[src/rtl/instruction_fetch_if.sv]
// Instruction memory request/ack bus between the fetch stage and imem.
interface instruction_fetch_if #(
    parameter int XLEN = 32
);
    logic            imem_req;
    logic [XLEN-1:0] imem_addr;
    logic            imem_ack;
    logic [31:0]     imem_rdata;

    modport master (output imem_req, imem_addr, input imem_ack, imem_rdata);
    modport slave  (input imem_req, imem_addr, output imem_ack, imem_rdata);
endinterface

[src/rtl/instruction_fetch.sv]
// Single-outstanding instruction fetch stage: IDLE issues, WAIT collects, HOLD presents
// the buffered word to decode; redirects restart the stream at a word-aligned target.
module instruction_fetch #(
    parameter int              XLEN         = 32,
    parameter logic [XLEN-1:0] RESET_VECTOR = '0
) (
    input  logic                clk,
    input  logic                rst_n,
    input  logic                phase_fetch,
    input  logic                redirect_valid,
    input  logic [XLEN-1:0]     redirect_pc,
    instruction_fetch_if.master imem,
    output logic [31:0]         inst,
    output logic [XLEN-1:0]     curr_pc_fd,
    output logic [XLEN-1:0]     next_pc_fd,
    output logic                inst_misaligned,
    output logic                stall_fetch
);
    localparam logic [31:0] NOP = 32'h0000_0013;

    typedef enum logic [1:0] {IDLE, WAIT, HOLD} state_t;

    state_t          state, state_nxt;
    logic            flush, flush_nxt;
    logic            issue, capture, deliver, done;
    logic            req_q;
    logic [XLEN-1:0] pc, req_addr;
    logic [31:0]     buffer;
    logic            mis_pend;

    always_ff @(posedge clk or negedge rst_n) begin
        if (!rst_n) state <= IDLE;
        else        state <= state_nxt;
    end

    always_comb begin
        state_nxt = state;
        flush_nxt = flush;
        issue     = 1'b0;
        capture   = 1'b0;
        deliver   = 1'b0;
        done      = 1'b0;
        case (state)
            IDLE: begin
                if (!redirect_valid) begin
                    state_nxt = WAIT;
                    issue     = 1'b1;
                end
            end
            WAIT: begin
                if (imem.imem_ack) begin
                    done      = 1'b1;
                    flush_nxt = 1'b0;
                    if (flush || redirect_valid) begin
                        state_nxt = IDLE;
                    end else begin
                        state_nxt = HOLD;
                        capture   = 1'b1;
                    end
                end else if (redirect_valid) begin
                    flush_nxt = 1'b1;
                end
            end
            HOLD: begin
                if (redirect_valid) begin
                    state_nxt = IDLE;
                end else if (phase_fetch) begin
                    state_nxt = IDLE;
                    deliver   = 1'b1;
                end
            end
            default: state_nxt = IDLE;
        endcase
    end

    always_ff @(posedge clk or negedge rst_n) begin
        if (!rst_n) begin
            flush           <= 1'b0;
            req_q           <= 1'b0;
            req_addr        <= RESET_VECTOR;
            pc              <= RESET_VECTOR;
            buffer          <= NOP;
            mis_pend        <= 1'b0;
            inst            <= NOP;
            curr_pc_fd      <= '0;
            next_pc_fd      <= '0;
            inst_misaligned <= 1'b0;
        end else begin
            flush <= flush_nxt;
            if (issue) begin
                req_q    <= 1'b1;
                req_addr <= pc;
            end else if (done) begin
                req_q <= 1'b0;
            end
            if (capture) buffer <= imem.imem_rdata;
            if (redirect_valid) begin
                pc       <= {redirect_pc[XLEN-1:2], 2'b00};
                mis_pend <= |redirect_pc[1:0];
            end else if (deliver) begin
                pc <= pc + XLEN'(4);
            end
            if (deliver) begin
                inst            <= buffer;
                curr_pc_fd      <= pc;
                next_pc_fd      <= pc + XLEN'(4);
                inst_misaligned <= mis_pend;
            end
        end
    end

    // A flushed access keeps presenting its original address until the ack arrives,
    // even though pc already points at the redirect target.
    assign imem.imem_req  = req_q;
    assign imem.imem_addr = flush ? req_addr : pc;
    assign stall_fetch    = (state != HOLD);
endmodule

[src/flat_wrapper.sv]
// flat-port wrapper written by rule: the top's interface ports become plain ports
module instruction_fetch_flat 
#(
    parameter int              XLEN         = 32,
    parameter logic [XLEN-1:0] RESET_VECTOR = '0
)
  (clk, rst_n, phase_fetch, redirect_valid, redirect_pc, inst, curr_pc_fd, next_pc_fd, inst_misaligned, stall_fetch, imem_imem_req, imem_imem_addr, imem_imem_ack, imem_imem_rdata);
  instruction_fetch_if #(.XLEN(XLEN)) imem_i ();
  input  logic clk;
  input  logic rst_n;
  input  logic phase_fetch;
  input  logic redirect_valid;
  input  logic [XLEN-1:0] redirect_pc;
  output logic [31:0] inst;
  output logic [XLEN-1:0] curr_pc_fd;
  output logic [XLEN-1:0] next_pc_fd;
  output logic inst_misaligned;
  output logic stall_fetch;
  output wire logic [$bits(imem_i.imem_req)-1:0] imem_imem_req;
  output wire logic [$bits(imem_i.imem_addr)-1:0] imem_imem_addr;
  input wire logic [$bits(imem_i.imem_ack)-1:0] imem_imem_ack;
  input wire logic [$bits(imem_i.imem_rdata)-1:0] imem_imem_rdata;
  assign imem_imem_req = imem_i.imem_req;
  assign imem_imem_addr = imem_i.imem_addr;
  assign imem_i.imem_ack = imem_imem_ack;
  assign imem_i.imem_rdata = imem_imem_rdata;
  instruction_fetch #(.XLEN(XLEN), .RESET_VECTOR(RESET_VECTOR)) u_core (.clk(clk), .rst_n(rst_n), .phase_fetch(phase_fetch), .redirect_valid(redirect_valid), .redirect_pc(redirect_pc), .imem(imem_i), .inst(inst), .curr_pc_fd(curr_pc_fd), .next_pc_fd(next_pc_fd), .inst_misaligned(inst_misaligned), .stall_fetch(stall_fetch));
endmodule
[config.mk]
export PLATFORM = sky130hd
export DESIGN_NAME = instruction_fetch_flat
export DESIGN_NICKNAME = d
export VERILOG_FILES = /design/src/rtl/instruction_fetch_if.sv /design/src/rtl/instruction_fetch.sv /design/src/flat_wrapper.sv
export SDC_FILE = /design/constraint.sdc
export NUM_CORES = 1
export LEC_CHECK = 0
export BUFFER_PORTS_ARGS = -buffer_cell sky130_fd_sc_hd__buf_2
export CORE_MARGIN = 10
export CORE_UTILIZATION = 35
export CTS_CLUSTER_DIAMETER = 40
export DETAILED_ROUTE_END_ITERATION = 8
export SKIP_LAST_GASP = 1
export SLEW_MARGIN = 20
export SYNTH_ARGS = -nofsm -noshare
export SYNTH_HDL_FRONTEND = slang
export SYNTH_SLANG_ARGS = --single-unit
[constraint.sdc]
create_clock -name clk -period 5.21 [get_ports clk]
set_input_delay 1.042 -clock clk [delete_from_list [all_inputs] [get_ports clk]]
set_output_delay 1.042 -clock clk [all_outputs]
set_load 0.01 [all_outputs]
Word level (Yosys, flattened, before mapping)
Index checks and enable logic that the tools add are counted.
{"block": "totals", "output_inout_bits": 131, "ff_bits": 198, "input_bits": 69, "elab_cells": 49}
{"block": "op_classes", "addsub": 1, "eq_ne": 6, "n_mux": 23, "n_reduce_logical": 8}
{"op": "$mux 32", "count": 3}
{"op": "$add 32x3->32 const B", "count": 1}
{"op": "$mux 1", "count": 14}
{"op": "$mux 2", "count": 5}
{"op": "$ne 2x2->1 const B", "count": 3}
{"op": "$pmux 2 s3", "count": 1}
{"op": "$reduce_bool 2->1", "count": 3}
{"op": "$ne 3x3->1 const B", "count": 1}
{"op": "$reduce_and 3->1", "count": 1}
{"op": "$eq 2x1->1 const B", "count": 1}
{"op": "$eq 2x2->1 const B", "count": 1}
{"op": "$logic_not 2->1", "count": 1}
{"op": "$reduce_and 2->1", "count": 1}
{"op": "$reduce_or 2->1", "count": 1}
{"op": "$logic_or 1x1->1", "count": 1}

Logic depth before layout (Yosys ltp)
{"block": "depth", "depth_word": 5, "mapped_depth": 8, "ltp_nobuf": 6}

Worst setup path before layout
Ideal clock, no wire load.
{"block": "synth_timing", "kind": "register to output", "start": "register u_core.flush", "end": "output imem_imem_addr[10]", "t_required_ns": 4.168, "path_buffers": 2, "path_slack_ns": 2.892, "path_stages_with_launch": 4, "arrival_time_ns": 1.276, "path_cell_list": "dfrtp_1 > clkbuf_1 > clkbuf_1 > mux2_2"}
{"block": "synth_via", "elab_chain_cells": 1}
{"item": "start: declaration", "line": "instruction_fetch.sv:24", "rtl": "logic flush, flush_nxt;"}
{"item": "start signal: assignment", "line": "instruction_fetch.sv:89", "rtl": "flush <= flush_nxt;"}
{"item": "$mux 32", "line": "instruction_fetch.sv:115", "rtl": "assign imem.imem_addr = flush ? req_addr : pc;"}
{"item": "end: declaration", "line": "flat_wrapper.sv:20", "rtl": "output wire logic [$bits(imem_i.imem_addr)-1:0] imem_imem_addr;"}
No other way between the ends.

Final worst setup path
{"block": "layout_timing", "start": "register u_core.flush", "end": "output imem_imem_addr[17]"}
The elaborated chain is that of the path after synthesis.

==> flow_summary.ini <==
[logic_synthesis]
synth_top_area_share_pct = 53.4
syn_area_um2 = 8630
ys_types = 42
synthFlopType = dfrtp_1
synth_edf_count = 0
synth_area_leaders = dfrtp_1, mux2_2, nand2_1
synth_area_leader_cell = dfrtp_1
async_flop_share_pct = 100
syn_inst = 849
yosys_warnings = 0
ys_ff_latch = 190
syn_avg_cell_area_um2 = 10.2
seq_area_frac_synth_pct = 55.2

[detailed_routing]
dr.pass1.iters = 4
routed_wl_mm = 23.0
drc = 0
wl_per_cell_um = 17.2
drt_iter0_drc = 262
vias_per_cell = 4.69
antenna_left = 0
via_count = 6271

[clock_network]
cts_buffer_depth = 2
clk_pin_slew_ns = 0.07
cts-root-buf = clkbuf_16
cts_sinks = 190
post_cts_resize_count = 0
clk_latency_ns = 0.43
post-cts-setup-buffer-count = 0
cts_htree_levels = 4
postCtsHoldBufs = 0
cts_made_buffers = 17
cts_tree = yes

[grt]
busiest_layer = met2
track_usage_pct = 14.7
grtUsageMet1_pct = 18.7
grt-ovfl-total = 0
grt_pass1_wl_mm = 36.5
grt_use_met3_pct = 6.46
grt_max_degree = 112
antenna_found_initial = 5
use_met2_pct = 22.6
grt_pass1_vias = 6549

[worst_setup_path]
crit_family = buffers and inverters
slowest_delay_ns = 0.43
ff2ff_path_depth = 5
cp.required_ns = 4.17
cp_num_cells = 3
endpoint_kind = output pin
critPathKind = reg2out
crit_path_start_kind = flip-flop
cp_cell_sequence = buf_4, mux2_2, buf_2
crit_path_max_fanout = 32
cp_slowest_cell = buf_4
crit_arrival_ns = 1.79
cp_num_buf_inv = 2

[cells_and_area]
final_cell_area_um2 = 10400
drive_gt1_share_pct = 34.0
regArea_um2 = 4760
multiInputGateArea_um2 = 3520
syn_to_final_growth_pct = 20.2
nFillCells = 2393
final_core_util_pct = 42.6
fin_cells = 1337
layout.nets = 1069

[sta]
setup_tns_ns = 0
finalSetupViolations = 0
final_max_slew_viol_count = 0
grt_setup_unrepaired = false
slew_headroom_pct = 34.2
fmax_mhz = 353
fin_crit_ns = 2.83
hold_viol_final = 0
clock_skew_ns = 0.00704
post-route-period-util_pct = 54.3
tightestPinTransition_ns = 0.987

[power]
power_density_nw_per_um2 = 516
ir_worst_vdd_uv = 230
p_total_mw = 5.35
p_leak_nw = 5.00

[die]
die_w_um = 177
coreArea_um2 = 24300
rows = 57
dieHeight_um = 177
die_area_um2 = 31300
start_util_pct = 35.5
ioPinCount = 200

[min_path]
min_path_type = reg2reg
hold_depth = 2

[place]
gp_congestion = 0.760
io_buffers = 193
dpl.hpwl_mm = 16.2
dpl.cell_count = 1304
place_area_um2 = 9750

[run]
drv_cap = 0

[run_status]
status = finished, final reports clean
[worst paths after layout]
path                                  startpoint               endpoint  slack (ns)
worst min-delay path            u_core.buffer[1]         u_core.inst[1]        0.46
max in group asynchronous                  rst_n       u_core.buffer[1]        3.51
min in group asynchronous                  rst_n  u_core.next_pc_fd[15]        0.73
worst max-delay path                u_core.flush     imem_imem_addr[17]        2.38
worst min register to register  u_core.buffer[1]         u_core.inst[1]        0.46
worst max register to register   u_core.state[0]  u_core.next_pc_fd[23]        2.81
[registers in the layout, summed over array words and instances (netlist names)]
| register | cells |
|---|---|
| u_core.imem.imem_req | 1 |
| u_core.req_addr | 30 |
| u_core.pc | 30 |
| u_core.next_pc_fd | 30 |
| u_core.flush | 1 |
| u_core.buffer | 32 |
| u_core.mis_pend | 1 |
| u_core.inst | 32 |
| u_core.state | 2 |
| u_core.inst_misaligned | 1 |
| u_core.curr_pc_fd | 30 |
[report_power, final]
group          internal, mW  switching (mW)  total, mW
sequential             2.04           0.337       2.37
combinational         0.776           0.819       1.60
clock                 0.789           0.593       1.38
total                  3.60            1.75       5.35
[layer usage]
metal | share of wire (%) | vias up
met1 | 45 | 3002
met5 | 0.16 | -
met3 | 9.0 | 23
met2 | 45 | 165
met4 | 1.0 | 8
li1 | - | 3073
[kinds of logic after synthesis]
kind of cell / count (synthesis) / synth area share (%)
AND/OR/NAND/NOR: 361 / 18.3
XOR/XNOR: 56 / 5.68
other: 1 / 0.0435
AO/OA/AOI/OAI: 71 / 4.28
multiplexers: 91 / 11.9
buffers and inverters: 78 / 4.48
adder cells (fa/ha/maj): 1 / 0.145
flip-flops: 190 / 55.2
[worst reg2reg max path, cell delays in order (launching register included)]
cell,delay (ns)
dfrtp_1,0.47
nand3b_1,0.66
nor2_4,0.57
buf_4,0.40
nor2_1,0.09
a31oi_1,0.13
[metrics by stage]
step,hold WS (ns),worst slack [ns]
after floorplan,0.432,2.89
after detailed placement,0.444,2.18
after global routing,0.485,2.27
final,0.456,2.38
after CTS,0.456,2.33
after global placement,0.439,2.19
[placed cells by master (no fill, tap or decap), types with 8 or more instances in the layout]
cell and n:
o21ai_1 20, xnor2_1 50, nor2_1 22, nor3_2 8
mux2_2 90, buf_2 192, nand4_1 9, clkbuf_16 17
nand2_1 266, dfrtp_1 184, o21ai_0 42, nor3_1 18
[Yosys cell counts (5+ instances only)]
| cell | instances |
|---|---|
| and3_1 | 5 |
| and4_1 | 6 |
| buf_2 | 11 |
| buf_4 | 10 |
| clkbuf_1 | 48 |
| dfrtp_1 | 184 |
| dfstp_2 | 6 |
| mux2_2 | 90 |
| nand2_1 | 266 |
| nand3_1 | 8 |
| nand4_1 | 9 |
| nor2_1 | 23 |
| nor3_1 | 19 |
| nor3_2 | 7 |
| o21ai_0 | 42 |
| o21ai_1 | 20 |
| xnor2_1 | 50 |
| xor2_1 | 6 |
[layout make-up]
cell class / count / area share (%)
inverters: 3 / 0.109
well taps: 324 / 3.91
clock inverters: 11 / 1.50
clock buffers: 21 / 4.44
flip-flops and latches: 190 / 45.9
diodes: 1 / 0.0241
multi-input cells: 586 / 34.0
repair buffers: 201 / 10.1
Note: power is estimated with default switching activity, not from simulation.
